$ cat config.mk
export PLATFORM = sky130hd
export DESIGN_NAME = bit_serial_add_seq
export DESIGN_NICKNAME = d
export VERILOG_FILES = /design/src/rtl/bit_serial_add_seq.sv
export SDC_FILE = /design/constraint.sdc
export NUM_CORES = 1
export LEC_CHECK = 0
export BUFFER_PORTS_ARGS = -buffer_cell sky130_fd_sc_hd__buf_4
export CAP_MARGIN = 20
export CORE_MARGIN = 2
export CORE_UTILIZATION = 50
export DETAILED_ROUTE_END_ITERATION = 12
export GPL_TIMING_DRIVEN = 0
export PLACE_DENSITY = 0.76
export SYNTH_ARGS = -nofsm -noshare
export SYNTH_HDL_FRONTEND = slang
export SYNTH_SLANG_ARGS = --single-unit
$ cat constraint.sdc
create_clock -name clk -period 4.15 [get_ports clk]
set_clock_uncertainty 0.2 [all_clocks]
set_input_delay 0.415 -clock clk [delete_from_list [all_inputs] [get_ports clk]]
set_output_delay 0.415 -clock clk [all_outputs]
set_load 0.1 [all_outputs]
$ cat src/rtl/bit_serial_add_seq.sv
// bit_serial_add_seq: bit-serial sequencer driving an external single-bit
// full-adder cell. Latches two WIDTH-bit operands plus carry-in. It then feeds
// one bit pair per cycle, LSB first, with the carry fed back through c_r.
// The finished sum and final carry are published in one update.
// Optional build macro: BIT_SERIAL_OVF_EN adds a signed-overflow output (ovf).
module bit_serial_add_seq #(
    parameter int WIDTH = 8,
    parameter int CNT_W = 6
) (
    input  logic             clk,
    input  logic             rst_n,
    input  logic             start,
    input  logic [WIDTH-1:0] a_in,
    input  logic [WIDTH-1:0] b_in,
    input  logic             cy_in,
    output logic             busy,
    output logic             done,
    output logic [WIDTH-1:0] sum_out,
    output logic             cy_out,
`ifdef BIT_SERIAL_OVF_EN
    output logic             ovf,
`endif
    output logic             fa_a,
    output logic             fa_b,
    output logic             fa_cin,
    input  logic             fa_sum,
    input  logic             fa_cout
);

    typedef enum logic [1:0] {
        IDLE = 2'd0,
        RUN  = 2'd1,
        DONE = 2'd2
    } state_t;

    state_t           state;
    logic [WIDTH-1:0] a_sh;
    logic [WIDTH-1:0] b_sh;
    // Only the upper WIDTH-1 sum bits need storage: the newest bit comes
    // straight from the cell, and the oldest bit would only be shifted out.
    logic [WIDTH-2:0] s_sh;
    logic             c_r;
    logic [CNT_W-1:0] cnt;
    logic [WIDTH-1:0] s_nxt;
    logic             last_bit;

    // Drive the cell only while bits are being processed.
    always_comb begin
        fa_a   = 1'b0;
        fa_b   = 1'b0;
        fa_cin = 1'b0;
        if (state == RUN) begin
            fa_a   = a_sh[0];
            fa_b   = b_sh[0];
            fa_cin = c_r;
        end
    end

    assign s_nxt    = {fa_sum, s_sh};
    assign last_bit = (cnt == CNT_W'(WIDTH - 1));

    // Sequencer FSM: accept operands, step one bit per cycle, then publish.
    always_ff @(posedge clk) begin
        if (!rst_n) begin
            state   <= IDLE;
            a_sh    <= '0;
            b_sh    <= '0;
            s_sh    <= '0;
            c_r     <= 1'b0;
            cnt     <= '0;
            busy    <= 1'b0;
            done    <= 1'b0;
            sum_out <= '0;
            cy_out  <= 1'b0;
`ifdef BIT_SERIAL_OVF_EN
            ovf     <= 1'b0;
`endif
        end else begin
            case (state)
                IDLE, DONE: begin
                    // DONE accepts a new start exactly like IDLE, which gives
                    // back-to-back operation with no dead cycle.
                    done <= 1'b0;
                    if (start) begin
                        a_sh  <= a_in;
                        b_sh  <= b_in;
                        c_r   <= cy_in;
                        cnt   <= '0;
                        busy  <= 1'b1;
                        state <= RUN;
                    end else begin
                        busy  <= 1'b0;
                        state <= IDLE;
                    end
                end
                RUN: begin
                    // start is ignored here; operands already live in a_sh/b_sh.
                    a_sh <= a_sh >> 1;
                    b_sh <= b_sh >> 1;
                    s_sh <= s_nxt[WIDTH-1:1];
                    c_r  <= fa_cout;
                    cnt  <= cnt + 1'b1;
                    if (last_bit) begin
                        sum_out <= s_nxt;
                        cy_out  <= fa_cout;
`ifdef BIT_SERIAL_OVF_EN
                        // carry into MSB (c_r) vs carry out of MSB
                        ovf     <= c_r ^ fa_cout;
`endif
                        busy    <= 1'b0;
                        done    <= 1'b1;
                        state   <= DONE;
                    end
                end
                default: begin
                    busy  <= 1'b0;
                    done  <= 1'b0;
                    state <= IDLE;
                end
            endcase
        end
    end

endmodule

==> metrics, run 1 <==
routed len/inst=13.0 µm; ys flop type=dfxtp_1; Ports=36; initial antenna violation count=0; Post-synth top cells=dfxtp_1, nand2_1, a21oi_1, nand3_1, a22oi_1; crit path kind=flip-flop to output pin; TritonCTS Buffers=5; dominant cell by count in the synthesized netlist=dfxtp_1; Unique masters post-synth=31; Initial Util=roughly 53%; gr busiest metal=met2; Tot Pwr=~0.00080 W; critical path cell sequence=nor2b_1 -> buf_4 -> buf_2 -> and2_1 -> buf_4; Ys Warns=0; fmax=417 MHz; deepest clock path buffer count=2; final worst path period share=57.8%; routed vias/inst=between 5 and 6; ratio of cells with drive above 1 in the final layout=between 20% and 30%; Sum Neg Setup Slack=0 ns; Worst-path clk slew=about 0.13 ns; area leader, netlist=dfxtp_1; cell area after synthesis=0.00180 mm²; ranking of synthesized cells by area=dfxtp_1, nand2_1, a21oi_1; Post-CTS Setup Bufs=0; M3 GR Usage=4.40%; Synth top area share=47.9%; Via Count=around 1600; grt met2 use=about a third; max_slew headroom=70.8%; initial DRC count=between 60 and 70; dpl ws=between 2 and 2.5 ns; HPWL Detailed=around 2.7 mm; type of destination of the critical path=output pin; largest net degree at the start of global routing=13; Post-synth EDFFs=0; gr usage total=about a fifth; Skew-Pair Late Insertion Delay=~0.36 ns; RSZ-0062 raised after global routing=false; routability cong.=0.885; max incr delay on CP=roughly 0.45 ns; Synth Area in Adders=less than 1%; Post-route DRC=0; Register Area=861 µm²; VDD IR max=225 µV; CTS tree=built; GR Util met1=24.5%; vias in the first global route=1424; Least-Margin Pin Slew=around 0.44 ns; crit path launch type=flip-flop; placed cells=282; Slew Viols, Final=0; Port Buf Inserts=34; min setup slack post-route=1.75 ns; GRT overflow=0; max-cap violation count=0; Pleak=0.847 nW; Worst EP arrival=approximately 1.8 ns; largest family of logic cells by synthesized area=simple AND/OR/NAND/NOR gates; Die Y=roughly 64 µm; FILL cells=321; clock root buffer=clkbuf_4; area share of xor/xnor cells in the synthesized design=0%; # hold bufs at CTS=0; antenna-violating nets left=0; ANT cells=0; Setup violations, final=0; Cell Pwr Density=~370 mW/mm²; row count=21; 1st-pass router iterations=4; post-route minimum period=2.40 ns; multiplexer share of the synthesized area=between 6 and 7%; Hold Crit Class=primary input to flip-flop; register area share after synthesis=47.9%; H-tree Lvls=2; Avg Inst Size Synth=8.90 µm²; most numerous cell on the critical path=buf_4; Multi-input gate area=817 µm²; Synth Area in Simple Gates=21.2%; area grow syn2layout=21.2%; Core Footprint=0.00339 mm²; final wirelength=3.78 mm; Synth Area in Compound Gates=17.3%; Die W=between 60 and 70 µm; post-synth net total=225; die area=0.00409 mm²; first-pass GRT wire length=approximately 6.3 mm; Final Hold Fails=0; Slowest-stage cell, CP=dfxtp_1; Final nets=266; worst-path maximum fanout=10; ys async rst share=0%; number of clock sinks=43; Mapped Cells=202; CP Data Required Time=3.53 ns; run status=finished, final reports clean; Post-CTS Resized=0; post-synthesis sequential element count=43; non-filler cells, final=between 200 and 300
-- logic make-up (layout without fill, tap and decap cells) --
kind of cell / count (synthesis) / count (layout)
and+or+nand+nor: 78 / 78
AOI/OAI and AO/OA: 49 / 49
DFF: 43 / 43
buffers and inverters: 20 / 62
muxes: 11 / 11
adders and majority gates: 1 / 1
-- path summary, 6_finish.rpt --
path,depth (start not counted),from,endpoint,slack [ns]
hold reg to reg,2,sum_out[2]$_SDFFE_PN0P_,sum_out[2]$_SDFFE_PN0P_,0.26
setup / recovery,5,state[0]$_SDFFE_PN0P_,fa_cin,1.75
hold / removal,3,b_in[7],b_sh[7]$_SDFFE_PN0P_,0.09
setup reg to reg,5,cnt[0]$_SDFFE_PN0P_,sum_out[6]$_SDFFE_PN0P_,2.57
-- state kept, by name, summed over array words and instances (netlist names) --
name     count
a_sh         8
b_sh         8
busy         1
c_r          1
cnt          6
cy_out       1
done         1
s_sh         7
state        2
sum_out      8
-- worst max-delay path, delay by kind of cell, from the launching register on --
kind	cells	cell delay, ns
buffers and inverters	3	0.65
DFF	1	0.45
and+or+nand+nor	2	0.31
-- through the flow --
step | utilization, % | cell area, µm² | hold slack [ns]
after floorplan | - | 1800 | 0.237
after global placement | 62.3 | 2110 | 0.243
after detailed placement | 62.3 | 2110 | 0.248
after CTS | 64.3 | 2180 | 0.0882
after global routing | 64.3 | 2180 | 0.103
final | 64.3 | 2180 | 0.0931
-- power by group --
group / switching [W] / internal [W] / leakage [nW] / total (W)
Clock: 0.000136 / 0.0000998 / 0.0386 / 0.000236
Sequential: 0.0000105 / 0.000430 / 0.350 / 0.000441
Combinational: 0.0000765 / 0.0000486 / 0.459 / 0.000125
Total: 0.000223 / 0.000579 / 0.847 / 0.000802
-- layout by cell type, fill, tap and decap left out --
cell type  count
a22oi_1       15
a21oi_1       27
nand2b_4       1
o21ba_2        1
clkbuf_8       2
nor2_1         1
clkbuf_1       3
buf_1          1
mux2_2         1
nor2b_1        2
or3_1          1
a31oi_1        1
buf_4         37
nor3_4         1
a211oi_2       1
dfxtp_1       43
o21ai_0        2
inv_1          2
buf_6          3
nand2b_1       3
and3_1         1
nor3_1         1
mux2i_1       10
a41o_1         1
nand4_1        1
ha_1           1
or3_4          1
nand3_1       24
and2_1         3
nand2_1       38
a2111oi_2      1
clkbuf_4       5
buf_2          9
-- routing by layer --
metal  vias up  routed length (µm)
met5         -                   0
met4         0                  66
met3         7                 222
met2        51                1820
met1       743                1670
li1        792                   -
-- final cells by class --
cell class                      instances  share of cell area (%)
Clock buffer                            8                    3.16
Inverter                                2                   0.344
Tap cell                               46                    2.64
Sequential cell                        43                    39.5
Multi-Input combinational cell        139                    37.5
Buffer                                 18                    5.17
Timing Repair Buffer                   34                    11.7
Power figures use the tool's default switching activity.
==> run 2: changes to the inputs <==
CORE_UTILIZATION = 48   (was 50)
clock period = 2.16 ns   (was 4.15 ns; I/O delays follow)
==> run 2 against run 1 <==
  * First-iteration DRC count rose by 7.2%
  * Register-to-register slack lost 2.0 ns
  * Critical path type unchanged
  * Combinational power grew 110%
  * Sequential power rose by 92%
  * Global-route usage rose by 0.25 points
  * Highest routed layer unchanged
==> metrics, run 2 (synthesized netlist as in run 1, its figures left out) <==
run status=finished, final reports clean; Cell Pwr Density=776 mW/mm²; placed cells=284; GRT overflow=0; initial DRC count=74; crit path launch type=flip-flop; Hold Crit Class=primary input to flip-flop; Skew-Pair Late Insertion Delay=approximately 0.3 ns; Worst-path clk slew=0.08 ns; biggest regs=a_sh x8, b_sh x8, sum_out x8; Sum Neg Setup Slack=0 ns; most frequent cells in the layout=dfxtp_1, nand2_1, buf_4; antenna-violating nets left=0; Final nets=277; Pleak=0.923 nW; CTS tree=built; vias in the first global route=between 1000 and 1500; Setup violations, final=0; clock root buffer=clkbuf_8; Final Hold Fails=0; type of destination of the critical path=output pin; routability cong.=~0.77; final worst path period share=approximately 95%; RSZ-0062 raised after global routing=false; max incr delay on CP=0.41 ns; critical path cell sequence=nor2b_1 -> buf_4 -> buf_2 -> and2_1 -> buf_6; hold path depth=3; r2r setup slk=0.57 ns; Port Buf Inserts=34; Finished Core Util=65.3%; initial antenna violation count=0; row count=22; VDD IR max=around 450 µV; Post-route DRC=0; number of clock sinks=43; Worst EP arrival=1.63 ns; routed vias/inst=5.35; design area=0.00237 mm²; Core Footprint=around 0.0036 mm²; die area=0.00425 mm²; crit path kind=flip-flop to output pin; Die W=65.2 µm; 1st-pass router iterations=4; hold-critical path endpoint=a_sh[5]$_SDFFE_PN0P_; placed instance area=~0.0021 mm²; area grow syn2layout=31.9%; Crit path max-delay family=buffers and inverters; Worst R2R Path Depth=5; hold path startpoint=a_in[5]; Least-Margin Pin Slew=0.490 ns; largest net degree at the start of global routing=14; non-filler cells, final=303; FF-to-FF End=sum_out[5]$_SDFFE_PN0P_; fmax=489 MHz; gr usage total=19.9%; H-tree Lvls=2; first-pass GRT wire length=6.61 mm; post-route minimum period=2.04 ns; R2R Path Start=cnt[0]$_SDFFE_PN0P_; ANT cells=0; Slew Viols, Final=0; Slowest-stage cell, CP=dfxtp_1; TritonCTS Buffers=5; Die Y=~65 µm; deepest clock path buffer count=2; most common cell after layout, fill and taps aside=dfxtp_1; final wirelength=3.93 mm; CP Buf/Inv Count=3; worst-path maximum fanout=10; routed len/inst=13.0 µm; Ports=36; CP Data Required Time=1.74 ns; Via Count=~1600; ratio of cells with drive above 1 in the final layout=between 20% and 30%; HPWL Detailed=2.60 mm; max_slew headroom=67.3%; Initial Util=49.5%; max-cap violation count=0
[run 2: cell types whose count changed in the layout (fill, tap and decap cells not counted), sizes merged]
cell	change
dlygate4sd3	+11
clkbuf	-2
bufinv	+2
[run 2: report_power, final]
part           leakage, nW  switching [W]  internal, W  total, W
registers            0.350      0.0000199     0.000826  0.000846
clock network       0.0654       0.000271     0.000462  0.000733
logic                0.508       0.000153     0.000108  0.000262
total                0.923       0.000444      0.00140   0.00184
[run 2: routing by layer]
| metal | wire [µm] | track usage (%) | share of wire, % | vias up |
|---|---|---|---|---|
| li1 | - | - | - | 815 |
| met1 | 1840 | 26.4 | 47 | 758 |
| met2 | 1840 | 31.8 | 47 | 39 |
| met3 | 171 | 3.60 | 4.3 | 8 |
| met4 | 74 | 8.59 | 1.9 | 0 |
| met5 | 0 | 0 | 0 | - |
[run 2: repair_timing]
action	in CTS	in global routing
hold buffers	11	0
hold endpoints to repair	12	0
gates resized for setup	0	4
buffers inserted	0	0
setup endpoints to repair	0	3
[run 2: worst max-delay path by stage]
stage | from | to | cells after the start
3_3_place_gp | state[0]$_SDFFE_PN0P_ | fa_cin | 5
5_1_grt | state[0]$_SDFFE_PN0P_ | fa_b | 5
3_5_place_dp | state[0]$_SDFFE_PN0P_ | fa_cin | 5
4_1_cts | state[0]$_SDFFE_PN0P_ | fa_cin | 5
6_report | state[0]$_SDFFE_PN0P_ | fa_b | 5
2_1_floorplan | state[0]$_SDFFE_PN0P_ | fa_a | 4
[run 2: final cells by class]
| type | count | area, µm² |
|---|---|---|
| Fill cell | 323 | 1260 |
| Buffer | 18 | 113 |
| Tap cell | 48 | 60.1 |
| Clock buffer | 6 | 72.6 |
| Sequential cell | 43 | 861 |
| Multi-Input combinational cell | 139 | 817 |
| Clock inverter | 2 | 60.1 |
| Timing Repair Buffer | 45 | 380 |
| Inverter | 2 | 7.51 |
[run 2: stage by stage]
step	hold WS, ns	setup WS (ns)	power [W]
finish	0.00401	0.116	0.00184
floorplan	0.152	0.152	0.00103
CTS	0.000772	0.0472	0.00184
global placement	0.246	0.376	0.00110
detailed placement	0.251	0.370	0.00111
global route	0.0129	0.0151	0.00191
[run 2: tightest hold or removal path, cell delays in order]
cell     delay [ns]
buf_4          0.08
a22oi_1        0.05
a21oi_1        0.12
